### config.mk
export PLATFORM = sky130hd
export DESIGN_NAME = pll_lock_supervisor_flat
export DESIGN_NICKNAME = d
export VERILOG_FILES = /design/src/rtl/pll_lock_supervisor_if.sv /design/src/rtl/pll_lock_supervisor.sv /design/src/flat_wrapper.sv
export SDC_FILE = /design/constraint.sdc
export NUM_CORES = 1
export LEC_CHECK = 0
export BUFFER_PORTS_ARGS = -buffer_cell sky130_fd_sc_hd__buf_2
export CORE_ASPECT_RATIO = 0.75
export CORE_MARGIN = 5
export CORE_UTILIZATION = 50
export DETAILED_ROUTE_END_ITERATION = 8
export GPL_TIMING_DRIVEN = 1
export PLACE_DENSITY = 0.68
export SYNTH_ARGS = -nofsm -noshare
export SYNTH_HDL_FRONTEND = slang
export SYNTH_SLANG_ARGS = --single-unit
### constraint.sdc
create_clock -name clk -period 6.9 [get_ports clk]
set_input_delay 1.38 -clock clk [delete_from_list [all_inputs] [get_ports clk]]
set_output_delay 1.38 -clock clk [all_outputs]
set_load 0.005 [all_outputs]
### src/rtl/pll_lock_supervisor_if.sv
// Bundle of supervisor-to-PLL-wrapper signals (clr, raw lock in, reset/status out).
// Latency: wires only; no state.
// Backpressure: none; every signal is a level or a single-cycle pulse.
//
// Ports grouped here:
//   clr         restart/clear pulse into the supervisor
//   pll_lock    raw lock per PLL (asynchronous to clk)
//   pll_rst     active-high reset per PLL
//   pll_locked  qualified lock per PLL
//   all_locked  registered AND of pll_locked
//   pll_fail    sticky failure per PLL
//   lock_evt    one-cycle pulse when pll_locked rises
//   loss_cnt    saturating lock-loss counts, channel i at [i*CNT_W +: CNT_W]
interface pll_lock_supervisor_if #(
   parameter int NUM_PLL = 2,
   parameter int CNT_W   = 8
);
   logic                     clr;
   logic [NUM_PLL-1:0]       pll_lock;
   logic [NUM_PLL-1:0]       pll_rst;
   logic [NUM_PLL-1:0]       pll_locked;
   logic                     all_locked;
   logic [NUM_PLL-1:0]       pll_fail;
   logic [NUM_PLL-1:0]       lock_evt;
   logic [NUM_PLL*CNT_W-1:0] loss_cnt;

   // Supervisor side.
   modport master (
      input  clr,
      input  pll_lock,
      output pll_rst,
      output pll_locked,
      output all_locked,
      output pll_fail,
      output lock_evt,
      output loss_cnt
   );

   // Controller / PLL-wrapper side.
   modport slave (
      output clr,
      output pll_lock,
      input  pll_rst,
      input  pll_locked,
      input  all_locked,
      input  pll_fail,
      input  lock_evt,
      input  loss_cnt
   );
endinterface

### src/rtl/pll_lock_supervisor.sv
// Per-PLL reset sequencer and lock qualifier with retry, loss counting and failure flag.
// Latency: lock rise -> pll_locked SYNC_STAGES+STABLE_CYCLES+1; lock fall -> drop SYNC_STAGES+1.
// Backpressure: none; outputs are decoded from per-channel state every cycle.
//
// Ports:
//   clk    system clock
//   rst_n  asynchronous active-low reset (all channels back to RST, pll_rst high)
//   bus    pll_lock_supervisor_if.master: clr, pll_lock in; pll_rst, pll_locked,
//          all_locked, pll_fail, lock_evt, loss_cnt out
module pll_lock_supervisor #(
   parameter int NUM_PLL       = 2,
   parameter int SYNC_STAGES   = 2,
   parameter int RST_CYCLES    = 16,
   parameter int LOCK_TIMEOUT  = 4096,
   parameter int STABLE_CYCLES = 64,
   parameter int MAX_RETRY     = 3,
   parameter int AUTO_RELOCK   = 1,
   parameter int CNT_W         = 8
) (
   input  logic                         clk,
   input  logic                         rst_n,
   pll_lock_supervisor_if.master        bus
);

   // ptmr is shared by the RST hold and the STABLE window, so it is sized for the larger.
   localparam int PTMR_MAX = (RST_CYCLES > STABLE_CYCLES) ? RST_CYCLES : STABLE_CYCLES;
   localparam int PTMR_W   = (PTMR_MAX > 1) ? $clog2(PTMR_MAX) : 1;
   localparam int WTMR_W   = (LOCK_TIMEOUT > 1) ? $clog2(LOCK_TIMEOUT) : 1;
   localparam int RETRY_W  = (MAX_RETRY > 1) ? $clog2(MAX_RETRY) : 1;

   localparam logic [PTMR_W-1:0]  RST_LAST    = PTMR_W'(RST_CYCLES - 1);
   localparam logic [PTMR_W-1:0]  STABLE_LAST = PTMR_W'(STABLE_CYCLES - 1);
   localparam logic [WTMR_W-1:0]  WTMR_LAST   = WTMR_W'(LOCK_TIMEOUT - 1);
   // retry_cnt+1 == MAX_RETRY is tested as retry_cnt == MAX_RETRY-1 so the count never overflows.
   localparam logic [RETRY_W-1:0] RETRY_LAST  = RETRY_W'(MAX_RETRY - 1);
   localparam logic [CNT_W-1:0]   LOSS_MAX    = '1;

   typedef enum logic [2:0] {
      ST_RST    = 3'd0,
      ST_WAIT   = 3'd1,
      ST_STABLE = 3'd2,
      ST_LOCKED = 3'd3,
      ST_FAIL   = 3'd4
   } state_e;

   state_e               state_q [NUM_PLL];
   state_e               state_d [NUM_PLL];
   logic [SYNC_STAGES-1:0] sync_q [NUM_PLL];
   logic [SYNC_STAGES-1:0] sync_d [NUM_PLL];
   logic [PTMR_W-1:0]    ptmr_q  [NUM_PLL];
   logic [PTMR_W-1:0]    ptmr_d  [NUM_PLL];
   logic [WTMR_W-1:0]    wtmr_q  [NUM_PLL];
   logic [WTMR_W-1:0]    wtmr_d  [NUM_PLL];
   logic [RETRY_W-1:0]   retry_q [NUM_PLL];
   logic [RETRY_W-1:0]   retry_d [NUM_PLL];
   logic [CNT_W-1:0]     loss_q  [NUM_PLL];
   logic [CNT_W-1:0]     loss_d  [NUM_PLL];
   logic [NUM_PLL-1:0]   lock_evt_q, lock_evt_d;
   logic                 all_locked_q, all_locked_d;

   logic [NUM_PLL-1:0]   lock_s;
   logic [NUM_PLL-1:0]   pll_rst_o, pll_locked_o, pll_fail_o;
   logic [NUM_PLL*CNT_W-1:0] loss_cnt_o;

   always_ff @(posedge clk or negedge rst_n) begin
      if (!rst_n) begin
         for (int i = 0; i < NUM_PLL; i++) begin
            state_q[i] <= ST_RST;
            sync_q[i]  <= '0;
            ptmr_q[i]  <= '0;
            wtmr_q[i]  <= '0;
            retry_q[i] <= '0;
            loss_q[i]  <= '0;
         end
         lock_evt_q   <= '0;
         all_locked_q <= 1'b0;
      end else begin
         for (int i = 0; i < NUM_PLL; i++) begin
            state_q[i] <= state_d[i];
            sync_q[i]  <= sync_d[i];
            ptmr_q[i]  <= ptmr_d[i];
            wtmr_q[i]  <= wtmr_d[i];
            retry_q[i] <= retry_d[i];
            loss_q[i]  <= loss_d[i];
         end
         lock_evt_q   <= lock_evt_d;
         all_locked_q <= all_locked_d;
      end
   end

   // Output decode and synchronised lock taps.
   always_comb begin
      lock_s       = '0;
      pll_rst_o    = '0;
      pll_locked_o = '0;
      pll_fail_o   = '0;
      loss_cnt_o   = '0;
      for (int i = 0; i < NUM_PLL; i++) begin
         lock_s[i]       = sync_q[i][SYNC_STAGES-1];
         pll_rst_o[i]    = (state_q[i] == ST_RST) || (state_q[i] == ST_FAIL);
         pll_locked_o[i] = (state_q[i] == ST_LOCKED);
         pll_fail_o[i]   = (state_q[i] == ST_FAIL);
         loss_cnt_o[i*CNT_W +: CNT_W] = loss_q[i];
      end
   end

   always_comb begin
      all_locked_d = &pll_locked_o;
      lock_evt_d   = '0;
      for (int i = 0; i < NUM_PLL; i++) begin
         state_d[i] = state_q[i];
         sync_d[i]  = {sync_q[i][SYNC_STAGES-2:0], bus.pll_lock[i]};
         ptmr_d[i]  = ptmr_q[i];
         wtmr_d[i]  = wtmr_q[i];
         retry_d[i] = retry_q[i];
         loss_d[i]  = loss_q[i];

         case (state_q[i])
            ST_RST: begin
               if (ptmr_q[i] == RST_LAST) begin
                  state_d[i] = ST_WAIT;
                  ptmr_d[i]  = '0;
                  wtmr_d[i]  = '0;
               end else begin
                  ptmr_d[i] = ptmr_q[i] + 1'b1;
               end
            end
            ST_WAIT, ST_STABLE: begin
               // The window timer runs across WAIT<->STABLE bounces, so a chattering
               // lock still hits the timeout; the timeout beats any lock transition.
               if (wtmr_q[i] == WTMR_LAST) begin
                  if (retry_q[i] == RETRY_LAST) begin
                     state_d[i] = ST_FAIL;
                  end else begin
                     retry_d[i] = retry_q[i] + 1'b1;
                     state_d[i] = ST_RST;
                     ptmr_d[i]  = '0;
                  end
               end else begin
                  wtmr_d[i] = wtmr_q[i] + 1'b1;
                  if (state_q[i] == ST_WAIT) begin
                     if (lock_s[i]) begin
                        state_d[i] = ST_STABLE;
                        ptmr_d[i]  = '0;
                     end
                  end else if (!lock_s[i]) begin
                     state_d[i] = ST_WAIT;
                  end else if (ptmr_q[i] == STABLE_LAST) begin
                     state_d[i] = ST_LOCKED;
                     retry_d[i] = '0;
                  end else begin
                     ptmr_d[i] = ptmr_q[i] + 1'b1;
                  end
               end
            end
            ST_LOCKED: begin
               retry_d[i] = '0;
               if (!lock_s[i]) begin
                  if (loss_q[i] != LOSS_MAX) begin
                     loss_d[i] = loss_q[i] + 1'b1;
                  end
                  state_d[i] = (AUTO_RELOCK != 0) ? ST_RST : ST_FAIL;
                  ptmr_d[i]  = '0;
               end
            end
            ST_FAIL: begin
               state_d[i] = ST_FAIL;
            end
            default: begin
               state_d[i] = ST_RST;
               ptmr_d[i]  = '0;
            end
         endcase

         lock_evt_d[i] = (state_d[i] == ST_LOCKED) && (state_q[i] != ST_LOCKED);

         // clr overrides everything above, including a loss seen in the same cycle.
         if (bus.clr) begin
            state_d[i]    = ST_RST;
            ptmr_d[i]     = '0;
            wtmr_d[i]     = '0;
            retry_d[i]    = '0;
            loss_d[i]     = '0;
            lock_evt_d[i] = 1'b0;
         end
      end
   end

   assign bus.pll_rst    = pll_rst_o;
   assign bus.pll_locked = pll_locked_o;
   assign bus.pll_fail   = pll_fail_o;
   assign bus.loss_cnt   = loss_cnt_o;
   assign bus.lock_evt   = lock_evt_q;
   assign bus.all_locked = all_locked_q;

endmodule

### src/flat_wrapper.sv
// flat-port wrapper written by rule: the top's interface ports become plain ports
module pll_lock_supervisor_flat 
#(
   parameter int NUM_PLL       = 2,
   parameter int SYNC_STAGES   = 2,
   parameter int RST_CYCLES    = 16,
   parameter int LOCK_TIMEOUT  = 4096,
   parameter int STABLE_CYCLES = 64,
   parameter int MAX_RETRY     = 3,
   parameter int AUTO_RELOCK   = 1,
   parameter int CNT_W         = 8
)
  (clk, rst_n, bus_clr, bus_pll_lock, bus_pll_rst, bus_pll_locked, bus_all_locked, bus_pll_fail, bus_lock_evt, bus_loss_cnt);
  pll_lock_supervisor_if #(.NUM_PLL(NUM_PLL), .CNT_W(CNT_W)) bus_i ();
  input  logic clk;
  input  logic rst_n;
  input wire logic [$bits(bus_i.clr)-1:0] bus_clr;
  input wire logic [$bits(bus_i.pll_lock)-1:0] bus_pll_lock;
  output wire logic [$bits(bus_i.pll_rst)-1:0] bus_pll_rst;
  output wire logic [$bits(bus_i.pll_locked)-1:0] bus_pll_locked;
  output wire logic [$bits(bus_i.all_locked)-1:0] bus_all_locked;
  output wire logic [$bits(bus_i.pll_fail)-1:0] bus_pll_fail;
  output wire logic [$bits(bus_i.lock_evt)-1:0] bus_lock_evt;
  output wire logic [$bits(bus_i.loss_cnt)-1:0] bus_loss_cnt;
  assign bus_i.clr = bus_clr;
  assign bus_i.pll_lock = bus_pll_lock;
  assign bus_pll_rst = bus_i.pll_rst;
  assign bus_pll_locked = bus_i.pll_locked;
  assign bus_all_locked = bus_i.all_locked;
  assign bus_pll_fail = bus_i.pll_fail;
  assign bus_lock_evt = bus_i.lock_evt;
  assign bus_loss_cnt = bus_i.loss_cnt;
  pll_lock_supervisor #(.NUM_PLL(NUM_PLL), .SYNC_STAGES(SYNC_STAGES), .RST_CYCLES(RST_CYCLES), .LOCK_TIMEOUT(LOCK_TIMEOUT), .STABLE_CYCLES(STABLE_CYCLES), .MAX_RETRY(MAX_RETRY), .AUTO_RELOCK(AUTO_RELOCK), .CNT_W(CNT_W)) u_core (.clk(clk), .rst_n(rst_n), .bus(bus_i));
endmodule
==> flow_summary_export.csv <==
group,metric,value,unit
critical_path,cp_slowest_cell,"buf_2",
cells_and_area,syn_to_final_growth,10.1,%
cells_and_area,fin_nets,461,
synth,synth-main-ff-cell,"dfrtp_1",
clock_network,cts_tree,"built",
placed_design,port_buffers,29,
cells_and_area,fin_area,4420,µm²
timing,rsz0062_at_grt,"false",
synth,synth_cells,423,
floorplanning,core,7850,µm²
clock_network,numCtsBuffers,9,
power,vdd_drop_max,0.139,mV
critical_path,cp_max_fo,46,
detailed_routing,wl,9.20,mm
synth,synth_nets,436,
timing,finClkSkew,13.0,ps
critical_path,critPathMaxStageDelay,620,ps
synth,async_flop_share,100,%
synth,yosysUniqueCellTypes,69,
placed_design,dp_hpwl,6.26,mm
clock_network,ctsHoldBuffers,0,
critical_path,crit_start,"bus_clr",
detailed_routing,ant_nets,0,
min_path,hold_path_class,"flop to flop",
synth,netlist_area,4020,µm²
floorplanning,dieHeight,87.6,µm
floorplanning,start_util,51.2,%
clock_network,clock_path_buffers,2,
global_routing,grt_pass1_vias,3199,
critical_path,timing.rr.end,"u_core.ptmr_q[6]",
critical_path,crit_buf_inv,2,
timing,worst_pin_slew,888,ps
outcome,status,"finished, final reports clean",
critical_path,worst-path-stages,4,
global_routing,grt_max_degree,70,
synth,ys_seq_area_share,43.0,%
timing,max_freq,315,MHz
placed_design,dpl_cell_area,4230,µm²
critical_path,reg2reg_slack,4390,ps
timing,maxSlewViolCount,0,
timing,finalSetupTns,0,ps
run,cap_violations,0,
critical_path,rr_startpoint,"u_core.wtmr_q[12]",
detailed_routing,drt_iter0_markers,326,
synth,avgSynthCellArea,9.49,µm²
synth,ys_seq_elements,69,
timing,maxSlewHeadroom,40.7,%
detailed_routing,wire_per_inst,16.5,µm
critical_path,cp.arrival,3420,ps
detailed_routing,vias,3428,
critical_path,reg2reg_depth,6,
floorplanning,fp.dieW,113,µm
synth,synth-edff-count,0,
timing,worst_slack,3720,ps
global_routing,track_usage,20.0,%
critical_path,crit_chain,"buf_2, inv_1, a221oi_1, mux2_2",
placed_design,place.gp.congestion,0.850,
global_routing,grt_pass1_wl,16.1,mm
critical_path,crit_family,"buffers and inverters",
critical_path,end_kind,"flop",
critical_path,cp.required,7140,ps
critical_path,critPathKind,"input port to flop",
synth,ys_warn_count,0,
floorplanning,dieArea,9940,µm²
timing,setup_viol,0,
global_routing,antenna_found_initial,0,
clock_network,cts.sinks,69,
timing,hold_viol,0,
clock_network,clock_latency,360,ps
detailed_routing,firstDrtPassIters,5,
timing,period_share,46.1,%
floorplanning,ios,30,
critical_path,crit_end,"u_core.retry_q[3]",
placed_design,pre_cts_ws,3380,ps
cells_and_area,layout-drive-gt1-share,14.6,%
clock_network,postCtsSetupBuffers,0,
floorplanning,rows,28,
detailed_routing,route.detailed.drc,0,
clock_network,htree_levels,3,
timing,fin_crit,3180,ps
critical_path,start_kind,"input port",
clock_network,clk_pin_slew,80,ps
detailed_routing,viasPerCell,6.14,
global_routing,grt_overflow,0,
power,powerDensity,177,nW/µm²
clock_network,post_cts_resize_count,0,
power,p_leak,2.00,nW
cells_and_area,antenna_cells,0,
clock_network,cts-root-buf,"clkbuf_8",
-- kinds of logic after synthesis --
group	Yosys count	share of synthesized area, %
simple gates	183	25.2
compound gates	100	18.6
flops	69	43.0
buf+inv	32	3.30
xor+xnor	21	4.58
mux	9	2.56
fa+ha+maj	9	2.74
-- synth_stat cells (5+ instances only) --
cell	number	area share, %
xor2_1	15	3.3
xnor2_1	6	1.3
o211ai_1	6	1.1
nor2_1	41	3.8
a31oi_1	9	1.4
o21ai_0	12	1.5
and3_1	13	2.0
nor4_1	7	1.1
mux2i_1	5	1.2
nand2_1	35	3.3
o31ai_1	7	1.3
or4_1	7	1.3
a21o_1	5	0.93
nand3_1	17	2.1
a21oi_1	16	2.0
or3_1	6	0.93
dfrtp_1	69	43
clkbuf_1	9	0.84
nor3b_1	5	0.93
nand4_1	13	2.0
ha_1	8	2.5
and4_1	5	1.1
inv_1	16	1.5
nor3_1	12	1.5
-- metrics by stage --
stage,util [%],instances,power (W),hold slack (ps)
after global routing,56.3,558,0.000816,361
after floorplan,-,423,0.000441,331
after detailed placement,53.9,542,0.000457,335
after CTS,56.3,558,0.000790,352
final,56.3,558,0.000780,351
after global placement,53.9,542,0.000456,334
-- worst register-to-register path, stage by stage, from the launching register on --
cell and delay [ps]:
dfrtp_1 390, ha_1 270, nand4_1 340, nor4_2 440
o31ai_1 250, a21oi_2 340, mux2_2 370
-- worst min path at each step --
| stage | from | endpoint | cells after the start |
|---|---|---|---|
| global placement | u_core.sync_d[3] | u_core.lock_s[0] | 0 |
| floorplan | u_core.sync_d[3] | u_core.lock_s[0] | 0 |
| finish | u_core.sync_d[3] | u_core.lock_s[0] | 0 |
| detailed placement | u_core.sync_d[3] | u_core.lock_s[0] | 0 |
| CTS | u_core.sync_d[3] | u_core.lock_s[0] | 0 |
| global route | u_core.sync_d[3] | u_core.lock_s[0] | 0 |
-- power by group --
| group | internal, W | total, W | switching (W) |
|---|---|---|---|
| combinational | 0.0000102 | 0.0000354 | 0.0000252 |
| sequential | 0.000408 | 0.000413 | 0.00000466 |
| clock | 0.000176 | 0.000332 | 0.000156 |
| total | 0.000594 | 0.000780 | 0.000186 |
-- layer usage --
layer  routed length [µm]  global-route usage [%]  part of all wire [%]  vias to the layer above
met4                   60                    4.59                  0.65                        0
li1                     -                       -                     -                     1644
met2                 3780                    26.8                    41                      118
met5                    0                       0                     0                        -
met3                  666                    6.84                   7.2                        8
met1                 4690                    30.9                    51                     1658
-- sequential cells by signal (all words and copies together) (netlist names) --
register               count
u_core.ptmr_q             12
u_core.bus.lock_evt        2
u_core.bus.loss_cnt       16
u_core.lock_s              2
u_core.bus.all_locked      1
u_core.sync_d              2
u_core.state_q             6
u_core.retry_q             4
u_core.wtmr_q             24
-- cell type report --
class                      count  area, µm²
clock inverter                 4       47.5
clock buffer                  12        145
multi-input combinational    322       2160
sequential                    69       1730
fill                         721       3430
tap                          105        131
timing repair buffer          30        153
inverter                      16       60.1
-- placed cells by master (no fill, tap or decap), drive strengths merged, types with 8 or more instances in the layout --
cell type / count
dfrtp: 69
nor2: 41
nand2: 35
buf: 30
a21oi: 18
nand3: 17
inv: 16
nand4: 16
xor2: 15
o21ai: 14
and3: 13
nor3: 12
clkbuf: 12
a31oi: 9
nor4: 9
ha: 8
or4: 8
No activity file was read; power rests on OpenSTA's default activity.
